==> config.mk <==
export PLATFORM = sky130hd
export DESIGN_NAME = aq_hpcp_evtcnt_chan
export DESIGN_NICKNAME = d
export VERILOG_FILES = /design/src/rtl/aq_hpcp_evtcnt_chan.sv
export SDC_FILE = /design/constraint.sdc
export NUM_CORES = 1
export LEC_CHECK = 0
export BUFFER_PORTS_ARGS = -buffer_cell sky130_fd_sc_hd__buf_2
export CORE_MARGIN = 5
export CORE_UTILIZATION = 51
export DETAILED_ROUTE_END_ITERATION = 12
export PLACE_DENSITY = 0.91
export SYNTH_ARGS = -nofsm -noshare
export SYNTH_HDL_FRONTEND = slang
export SYNTH_SLANG_ARGS = --single-unit
==> constraint.sdc <==
create_clock -name eventx_clk -period 4.12 [get_ports eventx_clk]
set_input_delay 0.206 -clock eventx_clk [delete_from_list [all_inputs] [get_ports eventx_clk]]
set_output_delay 0.206 -clock eventx_clk [all_outputs]
set_load 0.01 [all_outputs]
==> src/rtl/aq_hpcp_evtcnt_chan.sv <==
// ---------------------------------------------------------------------------
// aq_hpcp_evtcnt_chan
//
// One hardware performance-monitor channel: the mhpmeventN register (event
// selector plus OF/MINH/SINH/UINH mode bits) together with its mhpmcounterN.
// The selected event's per-cycle increment is qualified by privilege mode
// and the mcountinhibit bit, staged for one cycle, then added to the counter.
// A carry out of the counter sets the sticky OF bit and, if OF was clear,
// raises a one-cycle overflow interrupt request.
//
// Ports
//   eventx_clk    in   gated channel clock
//   cpurst_b      in   asynchronous active-low reset
//   event_wen     in   write strobe for the event register
//   cnt_wen       in   write strobe for the counter
//   hpcp_wdata    in   CSR write data (64 bits)
//   event_inc     in   per-event increments, event n at slice
//                      [(n-1)*INC_WIDTH +: INC_WIDTH]
//   priv_mode     in   current privilege: 00 U, 01 S, 11 M, 10 reserved
//   cnt_inhibit   in   mcountinhibit bit for this counter
//   eventx_value  out  event register readback
//   cntx_value    out  counter readback, zero-extended to 64 bits
//   cntx_ovf_irq  out  one-cycle overflow interrupt pulse
// ---------------------------------------------------------------------------
module aq_hpcp_evtcnt_chan #(
    parameter int HPMCNT_NUM   = 42,
    parameter int HPMEVT_WIDTH = 6,
    parameter int CNT_WIDTH    = 64,
    parameter int INC_WIDTH    = 2
) (
    input  logic                             eventx_clk,
    input  logic                             cpurst_b,
    input  logic                             event_wen,
    input  logic                             cnt_wen,
    input  logic [63:0]                      hpcp_wdata,
    input  logic [HPMCNT_NUM*INC_WIDTH-1:0]  event_inc,
    input  logic [1:0]                       priv_mode,
    input  logic                             cnt_inhibit,
    output logic [63:0]                      eventx_value,
    output logic [63:0]                      cntx_value,
    output logic                             cntx_ovf_irq
);

    // The adder is wide enough for both operands plus a carry, so that even
    // a counter narrower than the increment wraps modulo 2^CNT_WIDTH.
    localparam int SUM_W = ((CNT_WIDTH > INC_WIDTH) ? CNT_WIDTH : INC_WIDTH) + 1;
    localparam logic [HPMEVT_WIDTH-1:0] EVT_MAX = HPMEVT_WIDTH'(HPMCNT_NUM);

    localparam logic [1:0] PRIV_U = 2'b00;
    localparam logic [1:0] PRIV_S = 2'b01;
    localparam logic [1:0] PRIV_M = 2'b11;

    // ------------------------------------------------------------------
    // Helper functions
    // ------------------------------------------------------------------

    // A written selector is kept only if it is a legal event index and
    // no bits between the selector field and the mode bits are set.
    function automatic logic evt_sel_legal(input logic [63:0] wdata);
        logic hi_zero;
        logic in_range;
        hi_zero  = (wdata[59:HPMEVT_WIDTH] == '0);
        in_range = (wdata[HPMEVT_WIDTH-1:0] <= EVT_MAX);
        return hi_zero & in_range;
    endfunction

    // Privilege filter; the reserved encoding never counts.
    function automatic logic mode_allows(input logic [1:0] priv,
                                         input logic       minh,
                                         input logic       sinh,
                                         input logic       uinh);
        logic ok;
        case (priv)
            PRIV_M:  ok = ~minh;
            PRIV_S:  ok = ~sinh;
            PRIV_U:  ok = ~uinh;
            default: ok = 1'b0;
        endcase
        return ok;
    endfunction

    // ------------------------------------------------------------------
    // State
    // ------------------------------------------------------------------
    logic [HPMEVT_WIDTH-1:0] evt_sel_r;
    logic                    of_r;
    logic                    minh_r;
    logic                    sinh_r;
    logic                    uinh_r;
    logic [INC_WIDTH-1:0]    stage_r;
    logic [CNT_WIDTH-1:0]    cnt_r;
    logic                    irq_r;

    // ------------------------------------------------------------------
    // Combinational datapath
    // ------------------------------------------------------------------
    logic [INC_WIDTH-1:0]    sel_inc_s;
    logic                    mode_ok_s;
    logic                    qual_s;
    logic [INC_WIDTH-1:0]    stage_nxt_s;
    logic [SUM_W-1:0]        sum_s;
    logic                    carry_s;
    logic                    hw_ovf_s;

    // AND-OR mux picking the increment slice of the selected event.
    always_comb begin
        sel_inc_s = '0;
        for (int n = 1; n <= HPMCNT_NUM; n++) begin
            sel_inc_s = sel_inc_s |
                        ({INC_WIDTH{evt_sel_r == HPMEVT_WIDTH'(n)}} &
                         event_inc[(n-1)*INC_WIDTH +: INC_WIDTH]);
        end
    end

    // Qualify the selected increment with selector, inhibit and mode filter.
    always_comb begin
        mode_ok_s   = mode_allows(priv_mode, minh_r, sinh_r, uinh_r);
        qual_s      = (evt_sel_r != '0) & ~cnt_inhibit & mode_ok_s;
        stage_nxt_s = qual_s ? sel_inc_s : '0;
    end

    // Counter adder; any bit above the counter width is the wrap carry.
    // A software counter write discards the pending increment, so no
    // overflow can be raised on that edge.
    always_comb begin
        sum_s    = SUM_W'(cnt_r) + SUM_W'(stage_r);
        carry_s  = |sum_s[SUM_W-1:CNT_WIDTH];
        hw_ovf_s = carry_s & ~cnt_wen;
    end

    // ------------------------------------------------------------------
    // Sequential logic
    // ------------------------------------------------------------------

    // Event selector and inhibit mode bits: software-written only.
    always_ff @(posedge eventx_clk or negedge cpurst_b) begin
        if (!cpurst_b) begin
            evt_sel_r <= '0;
            minh_r    <= 1'b0;
            sinh_r    <= 1'b0;
            uinh_r    <= 1'b0;
        end else if (event_wen) begin
            evt_sel_r <= evt_sel_legal(hpcp_wdata) ? hpcp_wdata[HPMEVT_WIDTH-1:0] : '0;
            minh_r    <= hpcp_wdata[62];
            sinh_r    <= hpcp_wdata[61];
            uinh_r    <= hpcp_wdata[60];
        end else begin
            evt_sel_r <= evt_sel_r;
            minh_r    <= minh_r;
            sinh_r    <= sinh_r;
            uinh_r    <= uinh_r;
        end
    end

    // Sticky overflow flag; a software write on the same edge wins over
    // the hardware set.
    always_ff @(posedge eventx_clk or negedge cpurst_b) begin
        if (!cpurst_b) begin
            of_r <= 1'b0;
        end else if (event_wen) begin
            of_r <= hpcp_wdata[63];
        end else if (hw_ovf_s) begin
            of_r <= 1'b1;
        end else begin
            of_r <= of_r;
        end
    end

    // Stage 1: capture the qualified increment; an event write flushes it.
    always_ff @(posedge eventx_clk or negedge cpurst_b) begin
        if (!cpurst_b) begin
            stage_r <= '0;
        end else if (event_wen) begin
            stage_r <= '0;
        end else begin
            stage_r <= stage_nxt_s;
        end
    end

    // Stage 2: accumulate, or take the software-written value.
    always_ff @(posedge eventx_clk or negedge cpurst_b) begin
        if (!cpurst_b) begin
            cnt_r <= '0;
        end else if (cnt_wen) begin
            cnt_r <= hpcp_wdata[CNT_WIDTH-1:0];
        end else begin
            cnt_r <= sum_s[CNT_WIDTH-1:0];
        end
    end

    // Overflow interrupt: one pulse on the first wrap while OF is clear,
    // suppressed when software rewrites the event register on that edge.
    always_ff @(posedge eventx_clk or negedge cpurst_b) begin
        if (!cpurst_b) begin
            irq_r <= 1'b0;
        end else begin
            irq_r <= hw_ovf_s & ~of_r & ~event_wen;
        end
    end

    // ------------------------------------------------------------------
    // Readbacks
    // ------------------------------------------------------------------

    // Assemble the event register image; unimplemented bits read zero.
    always_comb begin
        eventx_value                     = 64'h0;
        eventx_value[63]                 = of_r;
        eventx_value[62]                 = minh_r;
        eventx_value[61]                 = sinh_r;
        eventx_value[60]                 = uinh_r;
        eventx_value[HPMEVT_WIDTH-1:0]   = evt_sel_r;
    end

    assign cntx_value   = 64'(cnt_r);
    assign cntx_ovf_irq = irq_r;

endmodule

## Yosys cells after proc, flatten, opt, wreduce, memory -nomap -nowiden

Index checks and enable logic that the tools add are counted.
W data, S select, Z words.

- Add/sub/neg operators: 1
- Order comparisons: 1
- Equality and inequality tests: 44
- Muxes and demuxes: 7
- Bitwise gates (word level): 96
- Reductions and logical operators: 4

Operator list:

| operator | number |
|---|---|
| $eq A6 B5 Y1 const B | 16 |
| $and A2 B2 Y2 | 42 |
| $or A2 B2 Y2 | 41 |
| $eq A6 B6 Y1 const B | 11 |
| $add A64 B2 Y65 | 1 |
| $mux W64 | 1 |
| $logic_not A54 Y1 | 1 |
| $eq A6 B4 Y1 const B | 8 |
| $eq A6 B3 Y1 const B | 4 |
| $eq A6 B2 Y1 const B | 2 |
| $not A1 Y1 | 7 |
| $and A1 B1 Y1 | 6 |
| $eq A6 B1 Y1 const B | 1 |
| $le A6 B6 Y1 const B | 1 |
| $mux W6 | 1 |
| $reduce_bool A6 Y1 | 1 |
| $mux W2 | 2 |
| $pmux W1 S3 | 1 |
| $eq A2 B1 Y1 const B | 1 |
| $eq A2 B2 Y1 const B | 1 |
| $logic_not A2 Y1 | 1 |
| $mux W1 | 2 |
| $reduce_bool A2 Y1 | 1 |

- Register bits: 77
- Bits of input ports: 155
- Output and inout port bits: 129

## Logic depth before layout (Yosys ltp)

Gate-level depths: netlist (run 1).

- Depth after elaboration: 45
- Gate-level depth with buffers: 10
- Gate-level depth less buffers: 9

## Worst setup path after synthesis (run 1)

Ideal clock, no wire load.

- Path kind: register to register
- Start: register cnt_r[0], in the netlist cntx_value[0]
- End: register cnt_r[58], in the netlist cntx_value[58]
- Data arrival time: 2.386 ns
- Required time: 3.994 ns
- Slack: 1.608 ns
- Cell stages (with the launch flop): 10
- Buffers on the path: 0
- Path through: dfrtp_1 > ha_1 > inv_1 > fa_1 > nand3b_2 > nor3_4 > nand3_4 > nor4_1 > nor3b_1 > a221o_1

- Word-level cells in the longest chain between the ends: 2

Ends and longest elaborated chain:

| item | RTL line | source |
|---|---|---|
| start, declared | 91 | `logic [CNT_WIDTH-1:0] cnt_r;` |
| start signal, assigned | 185 | `cnt_r <= hpcp_wdata[CNT_WIDTH-1:0];` |
| start signal, assigned | 187 | `cnt_r <= sum_s[CNT_WIDTH-1:0];` |
| $add A64 B2 Y65 | 126 | `sum_s = SUM_W'(cnt_r) + SUM_W'(stage_r);` |
| $mux W64 | 184 | `end else if (cnt_wen) begin` |

No other way between the ends.
A chain may end at the register's enable or synchronous reset.

## Worst setup path in the final report (run 1)

Same ends and word-level chain as after synthesis.

==> impl_metrics.csv, run 1 <==
group,metric,value,unit
synthesis,syn_inst,688,
drt,drtIter0Drc,652,
clocking,h-tree-depth,3,
die,fp.dieW,117,µm
place,hpwlAfterDp,14.1,mm
clocking,cts_hold_buf,0,
sta,period_needed,2.94,ns
clocking,cts_root_buffer,"clkbuf_16",
sta,tightestPinTransition,1.09,ns
sta,tns,0,ns
worst_setup_path,slowest_stage,"nor4_1",
sta,slew_viol_final,0,
synthesis,seq_area_frac_synth,32.9,%
synthesis,ys.flop_type,"dfrtp_1",
sta,post-route-period-util,71.4,%
die,die_h,117,µm
synthesis,synth_top_area_share,32.9,%
worst_setup_path,timing.rr.start,"cntx_value[0]",
clocking,post_cts_buffers,0,
power_and_ir_drop,leakagePower,3.12,nW
power_and_ir_drop,power_per_cell_area,287,nW/µm²
synthesis,yosysTopAreaCell,"dfrtp_1",
final_layout,fin_nets,1046,
synthesis,synth-async-reset-ratio,100,%
final_layout,final_layout_size_suffix_gt1_share,32.3,%
worst_setup_path,cp_max_fo,15,
worst_setup_path,r2r-end,"cntx_value[58]",
place,placed_area,6780,µm²
sta,finalHoldViolCount,0,
final_layout,n_fill_cell,1009,
worst_setup_path,cp_cell_sequence,"ha_1 > inv_1 > fa_1 > nand3b_2 > nor3_4 > nand3_4 > nor4_1 > nor3b_1 > a221o_1",
worst_setup_path,cp.required,4.33,ns
global_route,antenna_found_initial,1,
place,place_congestion,0.906,
synthesis,synth.avg_cell_area,8.50,µm²
final_layout,insertedDiodeCount,0,
worst_setup_path,critPathKind,"reg2reg",
final_layout,register_area,1930,µm²
drt,ant_nets,0,
global_route,grt_pass1_vias,5631,
drt,drc_errors,0,
drt,routedWlPerCell,17.6,µm
final_layout,syn_to_final_growth,20.9,%
sta,fin_skew,0.00953,ns
clocking,clock_sinks,77,
synthesis,synth_edf_count,0,
final_layout,multi_input_area,3450,µm²
drt,viasPerCell,5.70,
die,initial_core_util,51.7,%
sta,setup_viol_count_final,0,
worst_setup_path,worst-path-buf-inv,1,
run,drv_cap,0,
clocking,clockBufferDepth,2,
worst_setup_path,reg2reg_depth,9,
worst_setup_path,reg2reg_slack,1.18,ns
global_route,grt_max_degree,130,
synthesis,ys_seq_elements,77,
sta,max_slew_margin,27.1,%
die,core_area,11300,µm²
clocking,clkTransAtPathRegs,0.06,ns
sta,rsz0062_at_grt,"false",
die,die-area,13700,µm²
global_route,grt_use_total,25.3,%
drt,via_count,5907,
power_and_ir_drop,p_total,2.03,mW
drt,routed_wl,18.2,mm
die,io_pins,284,
global_route,grt-ovfl-total,0,
synthesis,ys_types,69,
drt,drtPass1Iterations,5,
clocking,cts_resized,0,
clocking,cts_buffers,9,
synthesis,ys_warn_count,0,
worst_setup_path,cp-end-kind,"register",
synthesis,synth.cell_area,5850,µm²
worst_setup_path,crit_family,"simple AND/OR/NAND/NOR gates",
clocking,worstSkewPairLatency,0.33,ns
clocking,cts_tree,"done",
power_and_ir_drop,max-vdd-ir-drop,217,µV
worst_setup_path,crit_arrival,3.15,ns
status,outcome,"complete, no violations",
final_layout,final_cell_area,7070,µm²
hold_path,hold_class,"in2async",
synthesis,ys_top_cells_by_area,"dfrtp_1 33%, buf_4 7.6%, nand2_1 5.7%",
sta,max_clock_freq,340,MHz
die,fp-row-count,39,
worst_setup_path,cp_slowest_stage_delay,0.46,ns
worst_setup_path,startpoint_type,"register",
global_route,grt_pass1_wl,27.4,mm
place,numPortBuffers,229,
==> routing by layer <==
metal  up-vias  global-route usage [%]  share of wire (%)
met5         -                       0              0.038
met4         2                    10.7                2.9
met3        44                    4.01                9.6
met2       348                    40.7                 48
met1      2754                    34.2                 40
li1       2759                       -                  -
==> power by group <==
group          total [mW]  internal (mW)  switching [mW]  leakage (nW)
Sequential          0.899          0.817          0.0821         0.950
Clock               0.751          0.440           0.312         0.130
Combinational       0.378          0.163           0.215          2.04
Total                2.03           1.42           0.609          3.12
==> sequential cells by signal (all words and copies together) (netlist names) <==
signal        flops
evt_sel_r         6
of_r              1
sinh_r            1
cntx_value       64
minh_r            1
uinh_r            1
cntx_ovf_irq      1
stage_r           2
==> layout make-up <==
cell class	count	area share (%)
Inverter	18	0.956
Clock inverter	5	0.496
Multi-Input combinational cell	552	48.8
Tap cell	143	2.53
Clock buffer	11	3.58
Sequential cell	77	27.3
Timing Repair Buffer	230	16.4
==> metrics by stage <==
step	cells	setup WS, ns	util, %	hold WS, ns
2_1_floorplan	741	1.61	-	-0.0896
3_3_place_gp	1020	1.34	59.9	0.423
3_5_place_dp	1020	1.18	59.9	0.430
4_1_cts	1036	1.19	62.4	0.0805
5_1_grt	1036	0.959	62.4	0.0966
6_report	1036	1.18	62.4	0.0225
==> layout by cell type (no fill, tap or decap), drive strengths merged, types with 2 or more instances in the layout <==
| master | synthesis | final |
|---|---|---|
| a21oi | 7 | 7 |
| a22o | 2 | 2 |
| a22oi | 8 | 8 |
| a31oi | 9 | 9 |
| a32oi | 2 | 2 |
| and3 | 23 | 23 |
| and4 | 3 | 3 |
| buf | 68 | 230 |
| clkbuf | 26 | 11 |
| clkinv | 1 | 2 |
| clkinvlp | 0 | 4 |
| conb | 1 | 54 |
| dfrtp | 77 | 77 |
| ha | 2 | 2 |
| inv | 17 | 17 |
| mux2 | 9 | 9 |
| mux2i | 8 | 8 |
| nand2 | 92 | 92 |
| nand2b | 4 | 4 |
| nand3 | 49 | 49 |
| nand3b | 4 | 4 |
| nand4 | 21 | 21 |
| nor2 | 16 | 16 |
| nor2b | 8 | 8 |
| nor3 | 20 | 20 |
| nor3b | 4 | 4 |
| nor4 | 35 | 35 |
| o2111ai | 2 | 2 |
| o21ai | 80 | 80 |
| o22ai | 2 | 2 |
| o31a | 2 | 2 |
| o32ai | 2 | 2 |
| or3 | 2 | 2 |
| xnor2 | 38 | 38 |
| xor2 | 23 | 23 |
==> worst max path at each step <==
stage | to | depth (start not counted) | start
floorplan | cntx_value[58] | 9 | cntx_value[0]
global placement | cntx_value[58] | 9 | cntx_value[0]
detailed placement | cntx_value[58] | 9 | cntx_value[0]
CTS | cntx_value[58] | 9 | cntx_value[0]
global route | cntx_value[58] | 9 | cntx_value[0]
finish | cntx_value[58] | 9 | cntx_value[0]
==> cell usage after synthesis (9+ instances only) <==
library cell,number
and3_1,23
buf_4,59
nor4_1,26
clkbuf_1,26
a31oi_1,9
xnor2_1,38
o21ai_0,60
mux2_2,9
nand4_1,21
nor3_1,9
nor2_1,16
nand3_1,44
inv_1,16
nand2_1,89
dfrtp_1,77
o21ai_1,20
xor2_1,23
==> kinds of logic after synthesis <==
family,count (synthesis),synth area share [%]
simple gates,287,29.0
compound gates,129,13.2
buf+inv,112,11.5
flops,77,32.9
xor+xnor,61,9.14
mux,18,3.49
fa+ha+maj,3,0.770
other cells,1,0.0641
Note: power is estimated with default switching activity, not from simulation.
==> run 2: changes to the inputs <==
Settings changed: CORE_UTILIZATION 51 to 43, PLACE_DENSITY 0.91 to 0.82.
Clock period 4.12 ns to 2.5 ns, I/O delays scaled along.
==> impl_metrics.csv, run 2 (synthesis results as in run 1) <==
group,metric,value,unit
status,outcome,"complete, no violations",
final_layout,syn_to_final_growth,27.2,%
power_and_ir_drop,p_clk_share,39.1,%
worst_setup_path,timing.rr.start,"cntx_value[0]",
hold_path,hold_class,"in2reg",
drt,top_layer,"met4",
global_route,grt_pass1_wl,30.6,mm
final_layout,fin_nets,1075,
die,io_pins,284,
drt,drc_errors,0,
sta,period_needed,2.39,ns
worst_setup_path,crit_path_end,"cntx_value[42]",
drt,dr_wl_met3,2.13,mm
place,numPortBuffers,229,
global_route,grt_pass1_vias,5977,
drt,wl_met1,7.56,mm
final_layout,largest_reg_flops,64,
final_layout,mostFrequentLayoutCells,"227 x buf_2, 89 x nand2_1, 77 x dfrtp_1",
power_and_ir_drop,leakagePower,3.36,nW
global_route,grt_max_degree,76,
sta,post-route-period-util,95.5,%
place,hpwlAfterDp,15.7,mm
power_and_ir_drop,switching_share,28.9,%
final_layout,insertedDiodeCount,0,
clocking,clockBufferDepth,2,
power_and_ir_drop,p_int,2.48,mW
die,fp-row-count,42,
drt,drtIter0Drc,397,
sta,tightestPinTransition,0.710,ns
sta,slew_viol_final,0,
drt,wl_met2,9.85,mm
clocking,h-tree-depth,3,
drt,via_count,6087,
worst_setup_path,critPathKind,"reg2reg",
place,dp_slack,0.0673,ns
die,die-area,16000,µm²
global_route,grt_use_total,23.5,%
sta,finalHoldViolCount,0,
power_and_ir_drop,power_per_cell_area,468,nW/µm²
worst_setup_path,startpoint_type,"register",
power_and_ir_drop,seq_power_share,42.6,%
final_layout,n_fill_cell,1204,
clocking,clock_sinks,77,
final_layout,final_cell_area,7440,µm²
drt,routed_wl,20.1,mm
clocking,clkTransAtPathRegs,0.06,ns
sta,max_clock_freq,419,MHz
power_and_ir_drop,pwr-share-comb,18.3,%
global_route,grt-ovfl-total,0,
sta,rsz0062_at_grt,"true",
final_layout,layout_commonest_cell,"buf_2",
worst_setup_path,reg2reg_slack,0.11,ns
clocking,worstSkewPairLatency,0.33,ns
clocking,cts_buffers,9,
clocking,cts_root_buffer,"clkbuf_16",
die,fp.dieW,127,µm
worst_setup_path,crit_arrival,2.59,ns
power_and_ir_drop,max-vdd-ir-drop,348,µV
sta,setup_ws,0.113,ns
die,die_h,127,µm
worst_setup_path,cp.required,2.70,ns
place,place_congestion,0.927,
worst_setup_path,r2r-end,"cntx_value[42]",
power_and_ir_drop,p_total,3.48,mW
worst_setup_path,reg2reg_depth,11,
drt,drtPass1Iterations,6,
worst_setup_path,cp-end-kind,"register",
place,placed_area,7020,µm²
global_route,antenna_found_initial,0,
run,drv_cap,0,
power_and_ir_drop,p_switching,1.00,mW
sta,tns,0,ns
sta,fin_skew,0.00639,ns
die,initial_core_util,44.0,%
final_layout,final_layout_size_suffix_gt1_share,34.8,%
drt,viasPerCell,5.54,
die,core_area,13300,µm²
worst_setup_path,cp_max_fo,6,
sta,setup_viol_count_final,0,
drt,routedWlPerCell,18.3,µm
drt,ant_nets,0,
sta,max_slew_margin,52.7,%
worst_setup_path,setup.worst_path.start,"cntx_value[0]",
clocking,cts_tree,"done",
-- run 2: layout make-up --
| type | instances | area, µm² | share of cell area, % |
|---|---|---|---|
| multi-input combinational | 552 | 3500 | 47.1 |
| sequential | 77 | 1930 | 25.9 |
| timing repair buffer | 259 | 1410 | 18.9 |
| clock buffer | 13 | 270 | 3.63 |
| tap | 176 | 220 | 2.96 |
| inverter | 18 | 67.6 | 0.908 |
| clock inverter | 3 | 42.5 | 0.572 |
-- run 2: power by group through the flow --
stage                     Clock (mW)  Sequential, mW  Combinational (mW)
after floorplan                    0            1.52               0.323
after global placement             0            1.50               0.622
after detailed placement           0            1.50               0.633
after CTS                       1.37            1.48               0.638
after global routing            1.43            1.50               0.702
final                           1.36            1.48               0.636
-- run 2: critical path, stage by stage (launching register included) --
cell and delay (ns):
dfrtp_1 0.35, ha_2 0.20, inv_2 0.04, fa_2 0.34
nand3b_4 0.19, nor3_4 0.25, nand3_4 0.15, buf_12 0.18
buf_4 0.14, nor3_2 0.18, xnor2_1 0.14, o21ai_0 0.10
-- run 2: through the flow --
step           cells  utilization (%)  hold WS [ns]
6_report        1098             56.0        0.0172
5_1_grt         1098             56.0        0.0214
4_1_cts         1094             55.2       0.00943
3_5_place_dp    1077             52.8         0.115
3_3_place_gp    1077             52.8         0.113
2_1_floorplan    741                -        -0.171
-- run 2: routing by layer --
metal | track usage [%] | up-vias
met4 | 9.72 | 0
met5 | 0 | -
li1 | - | 2818
met2 | 40.3 | 350
met3 | 5.67 | 41
met1 | 28.2 | 2878
-- run 2: how the worst min path moves through the flow --
stage                   start        endpoint  slack [ns]  cells after the start
6_report       hpcp_wdata[17]  cntx_value[17]        0.02                      3
5_1_grt        hpcp_wdata[20]  cntx_value[20]        0.02                      3
2_1_floorplan        cpurst_b    cntx_ovf_irq       -0.17                      0
3_5_place_dp         cpurst_b  cntx_value[40]        0.11                      1
3_3_place_gp         cpurst_b  cntx_value[40]        0.11                      1
4_1_cts        hpcp_wdata[17]  cntx_value[17]       0.009                      3
-- run 2: timing repair --
action / in CTS / in global routing
hold endpoints to repair: 34 / 0
resized for setup: 0 / 12
buffers inserted: 0 / 3
hold buffers: 1 / 0
endpoints found under the setup margin: 0 / 17
